--- config.mk ---
export PLATFORM = sky130hd
export DESIGN_NAME = code_sequencer_8p_flat
export DESIGN_NICKNAME = d
export VERILOG_FILES = /design/src/rtl/code_sequencer_8p_if.sv /design/src/rtl/code_sequencer_8p.sv /design/src/flat_wrapper.sv
export SDC_FILE = /design/constraint.sdc
export NUM_CORES = 1
export LEC_CHECK = 0
export CAP_MARGIN = 30
export CORE_MARGIN = 2
export CORE_UTILIZATION = 43
export DETAILED_ROUTE_END_ITERATION = 7
export PLACE_DENSITY = 0.63
export SLEW_MARGIN = 10
export SYNTH_ARGS = -nofsm -noshare
export SYNTH_HDL_FRONTEND = slang
export SYNTH_SLANG_ARGS = --single-unit
--- constraint.sdc ---
create_clock -name iClk -period 15.5 [get_ports iClk]
set_clock_uncertainty 0.2 [all_clocks]
set_input_delay 3.1 -clock iClk [delete_from_list [all_inputs] [get_ports iClk]]
set_output_delay 3.1 -clock iClk [all_outputs]
set_load 0.05 [all_outputs]
--- src/rtl/code_sequencer_8p_if.sv ---
// Host-side table/control bus and channel outputs of the code sequencer.
// The master drives writes and control; the slave (the sequencer) drives playback status.
interface code_sequencer_8p_if #(
    parameter int CODE_W  = 32,
    parameter int ADDR_W  = 3,
    parameter int DWELL_W = 16,
    parameter int LOOP_W  = 8
) ();
    logic               iWR_EN;
    logic [ADDR_W-1:0]  iWR_ADDR;
    logic [CODE_W-1:0]  iWR_CODE;
    logic [DWELL_W-1:0] iWR_DWELL;
    logic [ADDR_W-1:0]  iLAST;
    logic [LOOP_W-1:0]  iLOOPS;
    logic               iExtMode;
    logic               iExtTrig;
    logic               iStart;
    logic               iAbort;
    logic [CODE_W-1:0]  oCode;
    logic               oValid;
    logic [ADDR_W-1:0]  oIndex;
    logic               oBusy;
    logic               oDone;
    logic               oErr;

    modport master (
        output iWR_EN, iWR_ADDR, iWR_CODE, iWR_DWELL, iLAST, iLOOPS,
               iExtMode, iExtTrig, iStart, iAbort,
        input  oCode, oValid, oIndex, oBusy, oDone, oErr
    );
    modport slave (
        input  iWR_EN, iWR_ADDR, iWR_CODE, iWR_DWELL, iLAST, iLOOPS,
               iExtMode, iExtTrig, iStart, iAbort,
        output oCode, oValid, oIndex, oBusy, oDone, oErr
    );
endinterface

--- src/rtl/code_sequencer_8p.sv ---
// Timed/triggered playback of an 8-entry code table onto the PTS channel outputs.
// Outputs are registered from the next-state values so the first code appears one cycle after start.
module code_sequencer_8p #(
    parameter int CODE_W  = 32,
    parameter int DEPTH   = 8,
    parameter int ADDR_W  = 3,
    parameter int DWELL_W = 16,
    parameter int LOOP_W  = 8
) (
    input  logic                  iClk,
    input  logic                  iRst,
    code_sequencer_8p_if.slave    bus
);
    typedef enum logic [1:0] {IDLE, PLAY, DONE} state_e;

    state_e             state_q, state_d;
    logic [CODE_W-1:0]  tbl_code_q  [DEPTH];
    logic [DWELL_W-1:0] tbl_dwell_q [DEPTH];
    logic [ADDR_W-1:0]  idx_q, idx_d, last_q, last_d;
    logic [DWELL_W-1:0] cnt_q, cnt_d;
    logic [LOOP_W-1:0]  loop_q, loop_d;
    logic               ext_q, ext_d, err_q, err_d, trig_q;
    logic [CODE_W-1:0]  out_code_q, out_code_d;
    logic [ADDR_W-1:0]  out_idx_q, out_idx_d;
    logic               valid_q, valid_d, busy_q, busy_d, done_q, done_d;
    logic               adv, rise;
    logic [ADDR_W-1:0]  nxt_idx;

    function automatic logic [DWELL_W-1:0] eff_dwell(input logic [DWELL_W-1:0] d);
        return (d == '0) ? DWELL_W'(1) : d;
    endfunction

    assign rise    = bus.iExtTrig & ~trig_q;
    assign nxt_idx = idx_q + ADDR_W'(1);

    always_comb begin
        state_d = state_q;
        idx_d   = idx_q;
        cnt_d   = cnt_q;
        loop_d  = loop_q;
        last_d  = last_q;
        ext_d   = ext_q;
        err_d   = err_q;
        adv     = 1'b0;
        if (bus.iWR_EN && busy_q) err_d = 1'b1;
        unique case (state_q)
            IDLE: if (bus.iStart && !bus.iAbort) begin
                state_d = PLAY;
                idx_d   = '0;
                cnt_d   = eff_dwell(tbl_dwell_q[0]);
                loop_d  = bus.iLOOPS;
                last_d  = bus.iLAST;
                ext_d   = bus.iExtMode;
                err_d   = 1'b0;
            end
            PLAY: if (bus.iAbort) begin
                state_d = IDLE;
            end else begin
                adv = ext_q ? rise : (cnt_q == DWELL_W'(1));
                if (!ext_q && !adv) cnt_d = cnt_q - DWELL_W'(1);
                if (adv) begin
                    if (idx_q != last_q) begin
                        idx_d = nxt_idx;
                        cnt_d = eff_dwell(tbl_dwell_q[nxt_idx]);
                    end else if (loop_q != LOOP_W'(1)) begin
                        // loop_q==0 means endless: never decremented, never reaches 1
                        idx_d = '0;
                        cnt_d = eff_dwell(tbl_dwell_q[0]);
                        if (loop_q != '0) loop_d = loop_q - LOOP_W'(1);
                    end else begin
                        state_d = DONE;
                    end
                end
            end
            DONE:    state_d = IDLE;
            default: state_d = IDLE;
        endcase
        valid_d    = (state_d == PLAY);
        busy_d     = (state_d != IDLE);
        done_d     = (state_d == DONE);
        out_code_d = valid_d ? tbl_code_q[idx_d] : '0;
        out_idx_d  = valid_d ? idx_d : '0;
    end

    always_ff @(posedge iClk or posedge iRst) begin
        if (iRst) begin
            state_q    <= IDLE;
            idx_q      <= '0;
            cnt_q      <= '0;
            loop_q     <= '0;
            last_q     <= '0;
            ext_q      <= 1'b0;
            err_q      <= 1'b0;
            trig_q     <= 1'b0;
            out_code_q <= '0;
            out_idx_q  <= '0;
            valid_q    <= 1'b0;
            busy_q     <= 1'b0;
            done_q     <= 1'b0;
        end else begin
            state_q    <= state_d;
            idx_q      <= idx_d;
            cnt_q      <= cnt_d;
            loop_q     <= loop_d;
            last_q     <= last_d;
            ext_q      <= ext_d;
            err_q      <= err_d;
            trig_q     <= bus.iExtTrig;
            out_code_q <= out_code_d;
            out_idx_q  <= out_idx_d;
            valid_q    <= valid_d;
            busy_q     <= busy_d;
            done_q     <= done_d;
        end
    end

    always_ff @(posedge iClk or posedge iRst) begin
        if (iRst) begin
            for (int i = 0; i < DEPTH; i++) begin
                tbl_code_q[i]  <= '0;
                tbl_dwell_q[i] <= '0;
            end
        end else if (bus.iWR_EN && !busy_q) begin
            tbl_code_q[bus.iWR_ADDR]  <= bus.iWR_CODE;
            tbl_dwell_q[bus.iWR_ADDR] <= bus.iWR_DWELL;
        end
    end

    assign bus.oCode  = out_code_q;
    assign bus.oValid = valid_q;
    assign bus.oIndex = out_idx_q;
    assign bus.oBusy  = busy_q;
    assign bus.oDone  = done_q;
    assign bus.oErr   = err_q;
endmodule
--- src/flat_wrapper.sv ---
// flat-port wrapper written by rule: the top's interface ports become plain ports
module code_sequencer_8p_flat 
#(
    parameter int CODE_W  = 32,
    parameter int DEPTH   = 8,
    parameter int ADDR_W  = 3,
    parameter int DWELL_W = 16,
    parameter int LOOP_W  = 8
)
  (iClk, iRst, bus_iWR_EN, bus_iWR_ADDR, bus_iWR_CODE, bus_iWR_DWELL, bus_iLAST, bus_iLOOPS, bus_iExtMode, bus_iExtTrig, bus_iStart, bus_iAbort, bus_oCode, bus_oValid, bus_oIndex, bus_oBusy, bus_oDone, bus_oErr);
  code_sequencer_8p_if #(.CODE_W(CODE_W), .ADDR_W(ADDR_W), .DWELL_W(DWELL_W), .LOOP_W(LOOP_W)) bus_i ();
  input  logic iClk;
  input  logic iRst;
  input wire logic [$bits(bus_i.iWR_EN)-1:0] bus_iWR_EN;
  input wire logic [$bits(bus_i.iWR_ADDR)-1:0] bus_iWR_ADDR;
  input wire logic [$bits(bus_i.iWR_CODE)-1:0] bus_iWR_CODE;
  input wire logic [$bits(bus_i.iWR_DWELL)-1:0] bus_iWR_DWELL;
  input wire logic [$bits(bus_i.iLAST)-1:0] bus_iLAST;
  input wire logic [$bits(bus_i.iLOOPS)-1:0] bus_iLOOPS;
  input wire logic [$bits(bus_i.iExtMode)-1:0] bus_iExtMode;
  input wire logic [$bits(bus_i.iExtTrig)-1:0] bus_iExtTrig;
  input wire logic [$bits(bus_i.iStart)-1:0] bus_iStart;
  input wire logic [$bits(bus_i.iAbort)-1:0] bus_iAbort;
  output wire logic [$bits(bus_i.oCode)-1:0] bus_oCode;
  output wire logic [$bits(bus_i.oValid)-1:0] bus_oValid;
  output wire logic [$bits(bus_i.oIndex)-1:0] bus_oIndex;
  output wire logic [$bits(bus_i.oBusy)-1:0] bus_oBusy;
  output wire logic [$bits(bus_i.oDone)-1:0] bus_oDone;
  output wire logic [$bits(bus_i.oErr)-1:0] bus_oErr;
  assign bus_i.iWR_EN = bus_iWR_EN;
  assign bus_i.iWR_ADDR = bus_iWR_ADDR;
  assign bus_i.iWR_CODE = bus_iWR_CODE;
  assign bus_i.iWR_DWELL = bus_iWR_DWELL;
  assign bus_i.iLAST = bus_iLAST;
  assign bus_i.iLOOPS = bus_iLOOPS;
  assign bus_i.iExtMode = bus_iExtMode;
  assign bus_i.iExtTrig = bus_iExtTrig;
  assign bus_i.iStart = bus_iStart;
  assign bus_i.iAbort = bus_iAbort;
  assign bus_oCode = bus_i.oCode;
  assign bus_oValid = bus_i.oValid;
  assign bus_oIndex = bus_i.oIndex;
  assign bus_oBusy = bus_i.oBusy;
  assign bus_oDone = bus_i.oDone;
  assign bus_oErr = bus_i.oErr;
  code_sequencer_8p #(.CODE_W(CODE_W), .DEPTH(DEPTH), .ADDR_W(ADDR_W), .DWELL_W(DWELL_W), .LOOP_W(LOOP_W)) u_core (.iClk(iClk), .iRst(iRst), .bus(bus_i));
endmodule
# ---- Word level (Yosys, flattened, before mapping)
# Index checks and enable logic that the tools add are counted.
dict set report op_classes {
  addsub 3
  eq_ne 12
  muxes 46
  bitwise_logic 5
  order_cmp 4
  n_reduce_logical 18
}
# cell n
set ops {}
lappend ops {{256-bit bitwise mux} 1}
lappend ops {{16-bit 2-to-1 mux} 11}
lappend ops {{128-bit bitwise mux} 1}
lappend ops {{32-bit 2-to-1 mux} 4}
lappend ops {{32-bit binary-select mux with 3-bit select} 1}
lappend ops {{32-bit demux with 3-bit select} 1}
lappend ops {{16-bit binary-select mux with 3-bit select} 1}
lappend ops {{16-bit demux with 3-bit select} 1}
lappend ops {{8-bit 2-to-1 mux} 6}
lappend ops {{16-bit zero test} 2}
lappend ops {{16-bit one-hot mux with 2 select lines} 1}
lappend ops {{3-bit 2-to-1 mux} 6}
lappend ops {{16-bit by 1-bit equality test with 1-bit output, second input constant} 1}
lappend ops {{8-bit one-hot mux with 2 select lines} 1}
lappend ops {{16-bit by 1-bit subtractor with 16-bit output, second input constant} 1}
lappend ops {{4-bit greater-or-equal comparator, second input constant} 3}
lappend ops {{3-bit inverter with 4-bit output} 3}
lappend ops {{2-bit 2-to-1 mux} 5}
lappend ops {{2-bit by 1-bit inequality test with 1-bit output, second input constant} 4}
lappend ops {{8-bit by 1-bit inequality test with 1-bit output, second input constant} 1}
lappend ops {{8-bit nonzero test} 1}
lappend ops {{8-bit by 1-bit subtractor with 8-bit output, second input constant} 1}
lappend ops {{7-bit AND reduction} 1}
lappend ops {{3-bit one-hot mux with 2 select lines} 1}
lappend ops {{other kinds (16)} 29}
dict set report totals {
  elab_cells 117
  in_bits 69
  output_inout_bits 39
  regBits 457
}

# ---- Logic depth before layout (Yosys ltp)
dict set report depth {
  depth_word 11
  depth_mapped 12
}

# ---- Worst setup path before layout
# OpenSTA, ideal clock, no wires.
dict set report synth_timing {
  kind {input to register}
  startpoint {input port bus_iExtTrig}
  endpoint {register u_core.out_code_q[10] (netlist: u_core.bus.oCode[10])}
  arrival_ns 4.939
  required_time_ns 15.210
  setup_ns 0.090
  path_slack_ns 10.271
  cell_stages 8
  cell_sequence {and3b_1 > a21oi_1 > nor3_2 > nand3_1 > a21oi_1 > clkbuf_1 > o211ai_1 > o2111ai_1}
}
dict set report synth_via {
  elab_chain_len 10
  word_cells_on_any_way 14
  cone_classes {1 x eq/ne; 11 x mux; 2 x bitwise}
}
# item line_no
set synth_lines {}
lappend synth_lines {{from (decl)} flat_wrapper.sv:21} ;# input wire logic [$bits(bus_i.iExtTrig)-1:0] bus_iExtTrig;
lappend synth_lines {{1-bit AND (*)} code_sequencer_8p.sv:33} ;# assign rise = bus.iExtTrig & ~trig_q;
lappend synth_lines {{1-bit 2-to-1 mux (*)} code_sequencer_8p.sv:59} ;# adv = ext_q ? rise : (cnt_q == DWELL_W'(1));
lappend synth_lines {{3-bit 2-to-1 mux} code_sequencer_8p.sv:61} ;# if (adv) begin
lappend synth_lines {{3-bit 2-to-1 mux} code_sequencer_8p.sv:56} ;# PLAY: if (bus.iAbort) begin
lappend synth_lines {{3-bit one-hot mux with 2 select lines} code_sequencer_8p.sv:46} ;# unique case (state_q)
lappend synth_lines {{3-bit inverter with 4-bit output (implied by the code)} code_sequencer_8p.sv:81} ;# out_code_d = valid_d ? tbl_code_q[idx_d] : '0;
lappend synth_lines {{32-bit binary-select mux with 3-bit select} code_sequencer_8p.sv:81}
lappend synth_lines {{32-bit 2-to-1 mux (implied by the code) (2 in series)} code_sequencer_8p.sv:81}
lappend synth_lines {{32-bit 2-to-1 mux (*)} code_sequencer_8p.sv:81}
lappend synth_lines {{via u_core.out_code_d[10]} code_sequencer_8p.sv:23} ;# logic [CODE_W-1:0] out_code_q, out_code_d;
lappend synth_lines {{to (signal assigned)} code_sequencer_8p.sv:109} ;# out_code_q <= out_code_d;
lappend synth_lines {{to (decl)} code_sequencer_8p.sv:23}
# The timed path passes the listed nets; every way through them passes the cells marked *. The select of a mux whose other input is x is not followed.
# A chain may end at the register's enable or synchronous reset.

# ---- Worst setup path in the final report
dict set report layout_timing {
  startpoint {input port bus_iAbort}
  endpoint {register u_core.out_code_q[27] (netlist: u_core.bus.oCode[27])}
}
dict set report layout_via {
  elab_chain_len 9
  word_cells_on_any_way 14
  cone_classes {1 x eq/ne; 10 x mux; 1 x bitwise; 2 x reduce/logical}
}
# item line_no
set layout_lines {}
lappend layout_lines {{from (decl)} flat_wrapper.sv:23} ;# input wire logic [$bits(bus_i.iAbort)-1:0] bus_iAbort;
lappend layout_lines {{1-bit zero test} code_sequencer_8p.sv:47} ;# IDLE: if (bus.iStart && !bus.iAbort) begin
lappend layout_lines {{1-bit logical AND} code_sequencer_8p.sv:47}
lappend layout_lines {{3-bit 2-to-1 mux} code_sequencer_8p.sv:47}
lappend layout_lines {{3-bit one-hot mux with 2 select lines} code_sequencer_8p.sv:46}
lappend layout_lines {{3-bit inverter with 4-bit output (implied by the code)} code_sequencer_8p.sv:81}
lappend layout_lines {{32-bit binary-select mux with 3-bit select} code_sequencer_8p.sv:81}
lappend layout_lines {{32-bit 2-to-1 mux (implied by the code) (2 in series)} code_sequencer_8p.sv:81}
lappend layout_lines {{32-bit 2-to-1 mux (*)} code_sequencer_8p.sv:81}
lappend layout_lines {{via u_core.out_code_d[27]} code_sequencer_8p.sv:23}
# Marks and branches as above.

==> run_results.csv <==
group,metric,value,unit
outcome,status,"completed",
timing,final_max_slew_viol_count,0,
synthesis,syn_inst,1642,
timing,rsz0062_at_grt,"no",
global_route,grt_pass1_wl,83.03,mm
route,drt-pass1-iter-count,5,
power_and_ir_drop,p_total,3.502,mW
timing,fmax,147.6,MHz
timing,tightest_slew,1.012,ns
clock_network,cts.path.max_buffers,3,
die,initial_core_util,43.66,%
synthesis,ys_ff_latch,457,
clock_network,cts_hold_buf,0,
power_and_ir_drop,max-vdd-ir-drop,0.09262,mV
route,wl_per_cell,21.71,um
timing,setup_viol,0,
worst_setup_path,reg2reg_depth,11,
power_and_ir_drop,leakage,10.36,nW
synthesis,seq_area_frac_synth,53.40,%
global_route,grt_pass1_vias,14360,
die,die_x,227.2,um
min_path,hp-class,"flip-flop to flip-flop",
die,core,0.04905,mm2
power_and_ir_drop,power_density,140.7,mW/mm2
synthesis,syn-num-nets,1717,
timing,whs,0.2943,ns
layout,num-nets-final,1782,
timing,finalCritPeriodShare,43.70,%
clock_network,clk_pin_slew,0.06,ns
clock_network,htreeDepth,2,
route,vias_per_cell,5.729,
route,antenna_left,0,
worst_setup_path,r2r-end,"u_core.bus.oCode[27]$_DFF_PP0_",
global_route,grt_overflow,0,
synthesis,asyncSetResetFlopFracSynth,100.0,%
timing,max_slew_margin,32.52,%
layout,area_delta_synth_final,16.25,%
global_route,grt_max_degree,186,
worst_setup_path,cp.arrival,7.00,ns
run,maxCapViolCount,0,
worst_setup_path,rrSetupSlack,10.86,ns
global_route,antenna_found_initial,4,
layout,fin_cells,2413,
route,num_vias,13820,
clock_network,clk_latency,0.60,ns
timing,final.setup.tns,0,ns
die,row_count,81,
synthesis,ys_dominant_reg_cell,"dfrtp_1",
route,drtIter0Drc,1001,
synthesis,synth_cell_types,71,
worst_setup_path,worstSetupEndpoint,"u_core.bus.oCode[27]$_DFF_PP0_",
global_route,gr-usage-met2,34.25,%
place,place_congestion,0.8578,
die,die_area,0.05160,mm2
clock_network,clock-root-buffer,"clkbuf_16",
place,dpl.hpwl,29.23,mm
worst_setup_path,startpoint,"bus_iAbort",
synthesis,synth_area_per_cell,13.04,um2
synthesis,synth_edf_count,0,
place,dp_cells,2318,
clock_network,post_cts_resized,0,
timing,hold_viol_final,0,
global_route,grt_busiest_layer,"met2",
synthesis,synth_area,0.02142,mm2
route,route.detailed.drc,0,
global_route,grt_util_met3,3.330,%
worst_setup_path,required,15.73,ns
die,die_h,227.2,um
place,port_buffers,107,
clock_network,cts_buffers,49,
layout,drive_gt1_share,32.07,%
clock_network,cts_tree,"built",
clock_network,numClockSinks,457,
worst_setup_path,worst-setup-path-type,"input port to flip-flop",
synthesis,ys_warn_count,0,
route,wl,52.39,mm
die,ioPinCount,108,
worst_setup_path,critPathLaunchType,"input port",
clock_network,postCtsSetupBuffers,0,
worst_setup_path,cp_max_fo,108,
worst_setup_path,cp-end-kind,"flip-flop",
global_route,grt_util_met1,28.38,%
global_route,grt_use_total,20.82,%
worst_setup_path,reg2reg_from,"u_core.cnt_q[1]$_DFFE_PP0P_",
timing,min_period,6.773,ns
==> kinds of logic after synthesis <==
group	count (synthesis)	share of synthesized area, %
mux	465	25.88
xor+xnor	17	0.6952
fa+ha+maj	6	0.3505
flops	457	53.40
buf+inv	137	2.705
simple gates	238	6.310
compound gates	322	10.66
==> report_power, final <==
group          total, mW  switching (mW)  internal, mW  leakage, nW
logic              0.638           0.276         0.362         3.89
clock network       1.24           0.487         0.757        0.862
registers           1.62           0.153          1.47         5.60
total               3.50           0.916          2.59         10.4
==> flip-flops by register name, summed over array words and instances (netlist names) <==
| name | count |
|---|---|
| u_core.trig_q | 1 |
| u_core.bus.oCode | 32 |
| u_core.state_q | 2 |
| u_core.ext_q | 1 |
| u_core.tbl_code_q | 256 |
| u_core.bus.oIndex | 3 |
| u_core.loop_q | 8 |
| u_core.bus.oBusy | 1 |
| u_core.bus.oDone | 1 |
| u_core.tbl_dwell_q | 128 |
| u_core.cnt_q | 16 |
| u_core.idx_q | 3 |
| u_core.bus.oValid | 1 |
| u_core.bus.oErr | 1 |
| u_core.last_q | 3 |
==> layer usage <==
layer / vias to the layer above / share of wire [%]
li1: 6256 / -
met1: 7228 / 45
met2: 250 / 48
met3: 88 / 4.2
met4: 2 / 2.5
met5: - / 0.023
==> through the flow <==
step                      setup WS (ns)  instance area [um2]  utilization [%]
after floorplan                   6.017                21420                -
after global placement            8.144                23090            47.08
after detailed placement          8.034                23100            47.09
after CTS                         8.628                24840            50.64
after global routing              8.420                24890            50.75
final                             8.727                24900            50.75
==> critical path, cell delays in order <==
cell             delay [ns]
clkdlybuf4s50_1        0.43
nor2_1                 0.14
o21ai_1                0.08
buf_4                  0.22
inv_1                  0.42
nand2_1                0.31
o311ai_4               0.15
buf_4                  0.61
buf_4                  0.83
a21boi_0               0.20
o211ai_1               0.24
o2111ai_1              0.15
==> synth_stat cells, types with 16 or more instances <==
cell         n  area share [%]
dfrtp_1    457              53
mux2_2     389              20
and3_1      99             2.9
a21boi_0    95             3.3
o21ai_0     79             1.8
clkbuf_1    76             1.3
mux2i_1     44             2.1
nand2_1     44            0.77
o211ai_1    34             1.2
o2111ai_1   33             1.3
mux4_2      32             3.4
nor2_1      31            0.54
buf_1       21            0.37
buf_2       19            0.44
a21oi_1     16            0.37
==> worst min path at each step <==
stage	startpoint	end	slack, ns	cells after the start
finish	u_core.tbl_code_q[98]$_DFFE_PP0P_	u_core.tbl_code_q[98]$_DFFE_PP0P_	0.29	1
floorplan	u_core.last_q[0]$_DFFE_PP0P_	u_core.last_q[0]$_DFFE_PP0P_	0.27	2
global route	u_core.tbl_code_q[113]$_DFFE_PP0P_	u_core.tbl_code_q[113]$_DFFE_PP0P_	0.30	1
CTS	u_core.tbl_code_q[190]$_DFFE_PP0P_	u_core.tbl_code_q[190]$_DFFE_PP0P_	0.30	1
detailed placement	u_core.tbl_code_q[190]$_DFFE_PP0P_	u_core.tbl_code_q[190]$_DFFE_PP0P_	0.28	1
global placement	u_core.tbl_code_q[175]$_DFFE_PP0P_	u_core.tbl_code_q[175]$_DFFE_PP0P_	0.28	1
==> cell usage in the layout (no fill, tap or decap), drive strengths merged, types with 5 or more instances in the layout <==
master         Yosys  routed
a211oi             5       5
a21boi            98      98
a21oi             16      16
a22oi              6       6
and3              99      99
buf               48      31
bufinv             0       5
clkbuf            76      76
clkdlybuf4s50      0     107
clkinv             0       9
dfrtp            457     457
ha                 6       6
inv               13      12
mux2             389     389
mux2i             44      44
mux4              32      32
nand2             44      44
nand3              8       8
nand4              8       8
nor2              31      31
nor3              13      13
nor4              10      10
o2111ai           33      33
o211ai            34      34
o21ai             90      90
o22ai             12      12
xnor2             10      10
xor2               7       7
==> layout make-up <==
type                       count  area, um2
antenna                        3      7.507
clock buffer                  76       1520
clock inverter                14      220.2
fill                        4372      24160
inverter                      13      52.55
multi-input combinational   1048       9468
sequential                   457      11440
tap                          664      830.8
timing repair buffer         138       1359
No activity file was read; power rests on OpenSTA's default activity.
